$ cat src/rtl/alu_issue_stage.sv
// ID/EX issue stage: decodes ALUOp/funct into the ALU op code, resolves EX/MEM and MEM/WB
// forwarding, and holds one instruction for issue to the ALU over a valid/ready handshake.
module alu_issue_stage #(
    parameter int XLEN  = 64,
    parameter int CNT_W = 16
) (
    input  logic             clk,
    input  logic             rst_n,
    // Handshake: a transfer happens on a rising edge where valid & ready are both high.
    // Valid must not depend on ready; in_ready depends only on the held entry and out_ready.
    input  logic             in_valid,
    output logic             in_ready,
    input  logic [4:0]       in_rs1,
    input  logic [4:0]       in_rs2,
    input  logic [4:0]       in_rd,
    input  logic [XLEN-1:0]  in_rs1_data,
    input  logic [XLEN-1:0]  in_rs2_data,
    input  logic [XLEN-1:0]  in_imm,
    input  logic             in_alusrc,
    input  logic [1:0]       in_aluop,
    input  logic [2:0]       in_funct3,
    input  logic             in_funct7_5,
    input  logic             in_regwrite,
    input  logic             in_memread,
    input  logic             in_memwrite,
    input  logic             exmem_regwrite,
    input  logic [4:0]       exmem_rd,
    input  logic [XLEN-1:0]  exmem_result,
    input  logic             memwb_regwrite,
    input  logic [4:0]       memwb_rd,
    input  logic [XLEN-1:0]  memwb_data,
    input  logic             flush,
    output logic             out_valid,
    input  logic             out_ready,
    output logic [XLEN-1:0]  out_a,
    output logic [XLEN-1:0]  out_b,
    output logic [3:0]       out_op,
    output logic [XLEN-1:0]  out_store_data,
    output logic [4:0]       out_rd,
    output logic             out_regwrite,
    output logic             out_memread,
    output logic             out_memwrite,
    output logic             out_illegal,
    output logic [CNT_W-1:0] stall_count
);

    localparam logic [3:0] OP_AND = 4'b0000;
    localparam logic [3:0] OP_OR  = 4'b0001;
    localparam logic [3:0] OP_ADD = 4'b0010;
    localparam logic [3:0] OP_SUB = 4'b0110;
    localparam logic [3:0] OP_SLT = 4'b0111;

    logic             r_valid;
    logic [XLEN-1:0]  r_a;
    logic [XLEN-1:0]  r_b;
    logic [3:0]       r_op;
    logic [XLEN-1:0]  r_store_data;
    logic [4:0]       r_rd;
    logic             r_regwrite;
    logic             r_memread;
    logic             r_memwrite;
    logic             r_illegal;
    logic [CNT_W-1:0] r_stall;

    logic             w_in_ready;
    logic             w_accept;
    logic             w_stall;
    logic [3:0]       w_op;
    logic             w_illegal;
    logic [XLEN-1:0]  w_fwd_rs1;
    logic [XLEN-1:0]  w_fwd_rs2;

    assign w_in_ready = !r_valid || out_ready;
    assign w_accept   = in_valid && w_in_ready && !flush;
    assign w_stall    = in_valid && !w_in_ready && !flush;

    always_comb begin
        w_op      = OP_ADD;
        w_illegal = 1'b0;
        unique case (in_aluop)
            2'b00: w_op = OP_ADD;
            2'b01: w_op = OP_SUB;
            2'b10: begin
                case (in_funct3)
                    3'b000:  w_op = in_funct7_5 ? OP_SUB : OP_ADD;
                    3'b111:  w_op = OP_AND;
                    3'b110:  w_op = OP_OR;
                    3'b010:  w_op = OP_SLT;
                    default: w_illegal = 1'b1;
                endcase
            end
            2'b11: begin
                // I-type has no SUB encoding, so funct7_5 carries no meaning here.
                case (in_funct3)
                    3'b000:  w_op = OP_ADD;
                    3'b111:  w_op = OP_AND;
                    3'b110:  w_op = OP_OR;
                    3'b010:  w_op = OP_SLT;
                    default: w_illegal = 1'b1;
                endcase
            end
            default: w_illegal = 1'b1;
        endcase
    end

    // EX/MEM is the younger producer, so it wins over MEM/WB; x0 is never forwarded.
    always_comb begin
        w_fwd_rs1 = in_rs1_data;
        if (exmem_regwrite && exmem_rd != 5'd0 && exmem_rd == in_rs1)
            w_fwd_rs1 = exmem_result;
        else if (memwb_regwrite && memwb_rd != 5'd0 && memwb_rd == in_rs1)
            w_fwd_rs1 = memwb_data;
    end

    always_comb begin
        w_fwd_rs2 = in_rs2_data;
        if (exmem_regwrite && exmem_rd != 5'd0 && exmem_rd == in_rs2)
            w_fwd_rs2 = exmem_result;
        else if (memwb_regwrite && memwb_rd != 5'd0 && memwb_rd == in_rs2)
            w_fwd_rs2 = memwb_data;
    end

    always_ff @(posedge clk or negedge rst_n) begin
        if (!rst_n) begin
            r_valid      <= 1'b0;
            r_a          <= '0;
            r_b          <= '0;
            r_op         <= OP_AND;
            r_store_data <= '0;
            r_rd         <= 5'd0;
            r_regwrite   <= 1'b0;
            r_memread    <= 1'b0;
            r_memwrite   <= 1'b0;
            r_illegal    <= 1'b0;
        end else if (flush) begin
            r_valid <= 1'b0;
        end else if (w_accept) begin
            r_valid      <= 1'b1;
            r_a          <= w_fwd_rs1;
            r_b          <= in_alusrc ? in_imm : w_fwd_rs2;
            r_op         <= w_op;
            r_store_data <= w_fwd_rs2;
            r_rd         <= in_rd;
            r_regwrite   <= in_regwrite && !w_illegal;
            r_memread    <= in_memread;
            r_memwrite   <= in_memwrite;
            r_illegal    <= w_illegal;
        end else if (r_valid && out_ready) begin
            r_valid <= 1'b0;
        end
    end

    always_ff @(posedge clk or negedge rst_n) begin
        if (!rst_n)
            r_stall <= '0;
        else if (w_stall && r_stall != {CNT_W{1'b1}})
            r_stall <= r_stall + {{(CNT_W-1){1'b0}}, 1'b1};
    end

    assign in_ready       = w_in_ready;
    assign out_valid      = r_valid;
    assign out_a          = r_a;
    assign out_b          = r_b;
    assign out_op         = r_op;
    assign out_store_data = r_store_data;
    assign out_rd         = r_rd;
    assign out_regwrite   = r_regwrite;
    assign out_memread    = r_memread;
    assign out_memwrite   = r_memwrite;
    assign out_illegal    = r_illegal;
    assign stall_count    = r_stall;

endmodule

$ cat config.mk
export PLATFORM = sky130hd
export DESIGN_NAME = alu_issue_stage
export DESIGN_NICKNAME = d
export VERILOG_FILES = /design/src/rtl/alu_issue_stage.sv
export SDC_FILE = /design/constraint.sdc
export NUM_CORES = 1
export LEC_CHECK = 0
export ABC_AREA = 1
export BUFFER_PORTS_ARGS = -buffer_cell sky130_fd_sc_hd__buf_2
export CAP_MARGIN = 5
export CORE_AREA = 2 2 227 229
export CTS_CLUSTER_SIZE = 28
export DETAILED_ROUTE_END_ITERATION = 7
export DIE_AREA = 0 0 229 231
export GPL_TIMING_DRIVEN = 0
export MAX_ROUTING_LAYER = met4
export PLACE_DENSITY = 0.5
export SYNTH_ARGS = -nofsm -noshare
export SYNTH_HDL_FRONTEND = slang
export SYNTH_SLANG_ARGS = --single-unit
$ cat constraint.sdc
create_clock -name clk -period 2 [get_ports clk]
set_clock_uncertainty 0.2 [all_clocks]
set_input_delay 0.2 -clock clk [delete_from_list [all_inputs] [get_ports clk]]
set_output_delay 0.2 -clock clk [all_outputs]
set_load 0.02 [all_outputs]
== After elaboration in Yosys (flattened, before gate mapping) ==
Index checks and enable logic that the tools add are counted.

* Output and inout port bits: 223
* Bits of input ports: 362
* Register bits after elaboration: 222

* Reduce and logical (&&, ||, !) cells: 26
* Bitwise logic cells: 1
* Mux-type cells: 14
* $add $sub $neg: 1
* Equality and inequality tests: 11

{| class="wikitable"
|+ Operators by type and width
! kind !! number
|-
| $mux W64 || 5
|-
| $eq A5 B5 Y1 || 4
|-
| $add A16 B1 Y16 const B || 1
|-
| $ne A16 B16 Y1 const B || 1
|-
| $pmux W4 S4 || 1
|-
| $logic_and A1 B1 Y1 || 13
|-
| $pmux W3 S4 || 1
|-
| $reduce_bool A5 Y1 || 2
|-
| $pmux W3 S3 || 1
|-
| $eq A3 B3 Y1 const B || 2
|-
| $mux W1 || 5
|-
| $eq A2 B2 Y1 const B || 2
|-
| $logic_not A1 Y1 || 4
|-
| $reduce_or A4 Y1 || 1
|-
| $eq A3 B2 Y1 const B || 1
|-
| $logic_not A3 Y1 || 1
|-
| $mux W3 || 1
|-
| $reduce_bool A3 Y1 || 1
|-
| $eq A2 B1 Y1 const B || 1
|-
| $logic_not A2 Y1 || 1
|-
| $reduce_and A2 Y1 || 1
|-
| $reduce_or A2 Y1 || 1
|-
| $logic_or A1 B1 Y1 || 1
|-
| $not A1 Y1 || 1
|}

== Logic depth before layout (Yosys ltp) ==
* Word-level depth: 6
* Gate-level depth with buffers: 12
* Mapped depth without buffers: 11

== Least setup slack after synthesis ==
Ideal clock, no wire load.

* Path kind: register to register
* Start point: register r_stall[0] (netlist: stall_count[0])
* End point: register r_stall[6] (netlist: stall_count[6])
* Path buffers: 1
* Data required time: 1.721 ns
* Period minus slack after synthesis: 1.853 ns
* Arrival: 1.574 ns
* Slack: 0.147 ns
* Stages on the path, launching flop included: 10
* Cell sequence: dfrtp_1 -> ha_1 -> nand3_1 -> nor3_1 -> nand3_1 -> nand2_1 -> inv_2 -> buf_2 -> nand2_1 -> xor2_1

* Word-level cells in the longest chain between the ends: 2
* Elaborated cells between the ends (all ways): 3
* Classes of those cells: add/sub: 1; eq/ne: 1; reduce/logical: 1

{| class="wikitable"
|+ Ends and longest elaborated chain
! item !! RTL line !! source
|-
| from (decl) || 63 || <nowiki>logic [CNT_W-1:0] r_stall;</nowiki>
|-
| from (signal assigned) || 157 || <nowiki>r_stall <= r_stall + {{(CNT_W-1){1'b0}}, 1'b1};</nowiki>
|-
| parallel branches: the longest is 2 deep, another holds $add A16 B1 Y16 || -- ||
|}

Parallel ways; which one is timed is not known.
A chain may end at the register's enable or synchronous reset.

== Worst setup path after layout ==
* Start point: input port memwb_rd[4]
* End point: register r_store_data[63] (netlist: out_store_data[63])

* Word-level cells in the longest chain between the ends: 5
* Elaborated cells between the ends (all ways): 6
* Classes of those cells: eq/ne: 1; mux: 2; reduce/logical: 3

{| class="wikitable"
|+ Ends and longest elaborated chain
! item !! RTL line !! source
|-
| from (decl) || 30 || <nowiki>input logic [4:0] memwb_rd,</nowiki>
|-
| $reduce_bool A5 Y1 || 119 || <nowiki>else if (memwb_regwrite && memwb_rd != 5'd0 && memwb_rd == in_rs2)</nowiki>
|-
| $logic_and A1 B1 Y1 || 119 ||
|-
| $logic_and A1 B1 Y1 (*) || 119 ||
|-
| $mux W64 (*) || 119 ||
|-
| $mux W64 (*) || 117 || <nowiki>if (exmem_regwrite && exmem_rd != 5'd0 && exmem_rd == in_rs2)</nowiki>
|-
| to (signal assigned) || 142 || <nowiki>r_store_data <= w_fwd_rs2;</nowiki>
|-
| to (decl) || 57 || <nowiki>logic [XLEN-1:0] r_store_data;</nowiki>
|}

Every way passes the cells marked *; elsewhere a longest branch is shown, timed or not.

==> results.json <==
{
  "boundaryPins": 585,
  "cts_tree": "yes",
  "cts.sinks": 221,
  "worst-slew-pin-transition_ns": 1.120,
  "syn_area_per_cell_um2": 6.774,
  "fin_crit_ns": 1.963,
  "portBuffers": 583,
  "setup_viol": 0,
  "grt_use_total_pct": 26.61,
  "routabilityCongestion": 0.9565,
  "startpoint_type": "input port",
  "hold_end": "out_store_data[0]",
  "status": "completed",
  "switchingPower_w": 0.005876,
  "antenna_found_initial": 3,
  "yosysSeqAreaShare_pct": 41.70,
  "path_common_cell": "nand3_1",
  "cts_buffers": 29,
  "floorplan.initialDensity_pct": 26.17,
  "required_ns": 2.23,
  "power_frac_seq_pct": 34.6,
  "min_path_type": "input port to flop",
  "whs_ns": 0.01961,
  "crit_start": "memwb_rd[4]",
  "slowest_stage": "dlygate4sd3_1",
  "max-cap-violations": 0,
  "drc": 0,
  "fin_crit_sh_pct": 98.13,
  "synth_warnings": 0,
  "reg2reg_from": "stall_count[1]",
  "endpoint_kind": "flop",
  "clock_latency_ns": 0.56,
  "dpl.hpwl_um": 52040,
  "worstPathArrival_ns": 2.20,
  "grtUsageMet3_pct": 5.398,
  "r2r_slack_ns": 0.12,
  "wl_per_cell_um": 19.48,
  "ir_drop_v": 0.0005649,
  "finalPower_w": 0.01656,
  "syn_to_final_growth_pct": 63.63,
  "core_area_um2": 50680,
  "crit_path_max_fanout": 10,
  "worstHoldPathCells": 5,
  "synth.distinct_cells": 31,
  "dr.pass1.iters": 6,
  "grt_overflow": 0,
  "dieArea_um2": 52900,
  "synth_nets": 2321,
  "place_ws_ns": -0.7002,
  "cpPeakStageDelay_ns": 0.59,
  "htreeDepth": 1,
  "ys_ff_latch": 221,
  "hold_viol_final": 0,
  "grt_pass1_wl_um": 104700,
  "path_cells": "buf_2 -> inv_1 -> nor2_1 -> nor3_1 -> clkbuf_4 -> nand3_1 -> nand3_1 -> dlygate4sd3_1 -> a31oi_1",
  "grt_max_degree": 108,
  "worstRegToRegCells": 6,
  "fmax_ghz": 0.5095,
  "die_w_um": 229,
  "critPathBufInv": 4,
  "syn_inst": 1958,
  "num_rows": 83,
  "rsz0062_at_grt": "true",
  "slew_violations": 0,
  "netlist_area_um2": 13260,
  "most-common-layout-cells": "buf_2 (635), nand2_1 (570), nand3_1 (376)",
  "clockPowerShare_pct": 34.6,
  "p_per_area_nw_per_um2": 762.8,
  "met1_usage_pct": 31.63,
  "layout_setup_ws_ns": 0.03747,
  "slew_headroom_pct": 25.35,
  "hp-start": "exmem_regwrite",
  "grt_pass1_vias": 17500,
  "drtIter0Drc": 1331,
  "finalWirelength_um": 70620,
  "clockBufferDepth": 3,
  "cts_root_buf": "clkbuf_16",
  "vias_per_cell": 4.742,
  "nets": 3282,
  "crit_family": "buffers and inverters",
  "swShare_pct": 35.49,
  "grt_util_met2_pct": 44.73,
  "crit_type": "input port to flop",
  "drtAntennaViolNets": 0,
  "final_common_cell": "buf_2",
  "intPower_w": 0.01068,
  "fp.dieH_um": 231,
  "clk_pin_slew_ns": 0.06,
  "vias": 17190,
  "r2r-end": "stall_count[12]",
  "leakage_nw": 11.93,
  "grt-busiest-layer": "met2",
  "p_comb_share_pct": 30.8,
  "final_layout_size_suffix_gt1_share_pct": 26.27
}
## cells by family (layout without fill, tap and decap cells)
kind of cell / count (synthesis) / in the layout / share of synthesized area, %
xor gates and xnor gates: 29 / 29 / 1.915
adders and majority gates: 1 / 1 / 0.09432
and+or+nand+nor: 1209 / 1209 / 39.24
buffers and inverters: 355 / 1339 / 11.00
DFF: 221 / 221 / 41.70
AOI/OAI and AO/OA: 142 / 142 / 6.028
other: 1 / 5 / 0.02827
## power groups by stage
stage	Sequential, W	Combinational (W)	Clock, W
after CTS	0.00572	0.00507	0.00587
final	0.00572	0.00510	0.00573
after detailed placement	0.00579	0.00451	0
after floorplan	0.00665	0.00145	0
after global placement	0.00577	0.00449	0
after global routing	0.00580	0.00553	0.00607
## worst reg2reg max path, stage by stage, from the launching register on
cell	delay, ns
dfrtp_1	0.39
ha_2	0.21
nand3_1	0.13
nor2_1	0.31
nand4_1	0.15
nor4_1	0.24
xor2_1	0.17
## cell type report
cell class | instances | area (um2)
clock buffer | 44 | 842.1
sequential | 221 | 5532
timing repair buffer | 932 | 6459
buffer | 131 | 710.7
clock inverter | 10 | 178.9
fill | 5429 | 28980
antenna | 4 | 10.01
tap | 680 | 850.8
inverter | 222 | 833.3
multi-input combinational | 1382 | 6286
## worst max-delay path by stage
stage,endpoint,cells past startpoint,slack [ns]
2_1_floorplan,stall_count[6],9,0.15
3_3_place_gp,out_a[28],1,-3.88
3_5_place_dp,out_b[30],8,-0.70
4_1_cts,out_store_data[38],8,0.004
5_1_grt,out_store_data[63],9,-0.03
6_report,out_store_data[63],9,0.04
## Yosys cell counts (all sizes together)
cell type,n,area [um2]
nor4,1,6.260
o21ai,73,365.4
clkbuf,65,251.5
nand4,3,18.77
inv,221,829.5
buf,68,374.1
xor2,17,148.9
xnor2,12,105.1
conb,1,3.750
clkinv,1,3.750
nand3,399,2112
nor2,222,843.3
a31oi,66,412.9
nor3,10,66.32
a22o,1,8.760
ha,1,12.51
nand2,574,2157
o31ai,1,7.510
a21oi,1,5.000
dfrtp,221,5530
## metrics by stage
step / instance area (um2) / setup TNS (ns) / util, % / cells
2_1_floorplan: 13260 / 0 / - / 1958
3_3_place_gp: 17030 / -950.74 / 33.61 / 3221
3_5_place_dp: 17100 / -102.72 / 33.73 / 3223
4_1_cts: 21640 / 0 / 42.70 / 3623
5_1_grt: 21690 / -0.02899 / 42.81 / 3623
6_report: 21700 / 0 / 42.82 / 3626
## layer usage
layer / vias to the layer above / wire, um
li1: 8148 / -
met1: 8116 / 28610
met2: 776 / 34180
met3: 153 / 5421
met4: 0 / 2414
met5: - / 0
## sequential cells by signal, indices dropped and copies added (netlist names)
register        flops
out_illegal         1
out_valid           1
out_a              64
out_b              64
stall_count        16
out_rd              5
out_regwrite        1
out_op              3
out_store_data     64
out_memwrite        1
out_memread         1
## what timing repair did
action | in CTS | in global routing
endpoints found under the hold margin | 428 | 0
setup buffers | 3 | 1
gates cloned | 0 | 0
pin swaps | 1 | 0
hold buffers | 343 | 0
endpoints found under the setup margin | 205 | 176
gates resized for setup | 39 | 37
Power figures use the tool's default switching activity.
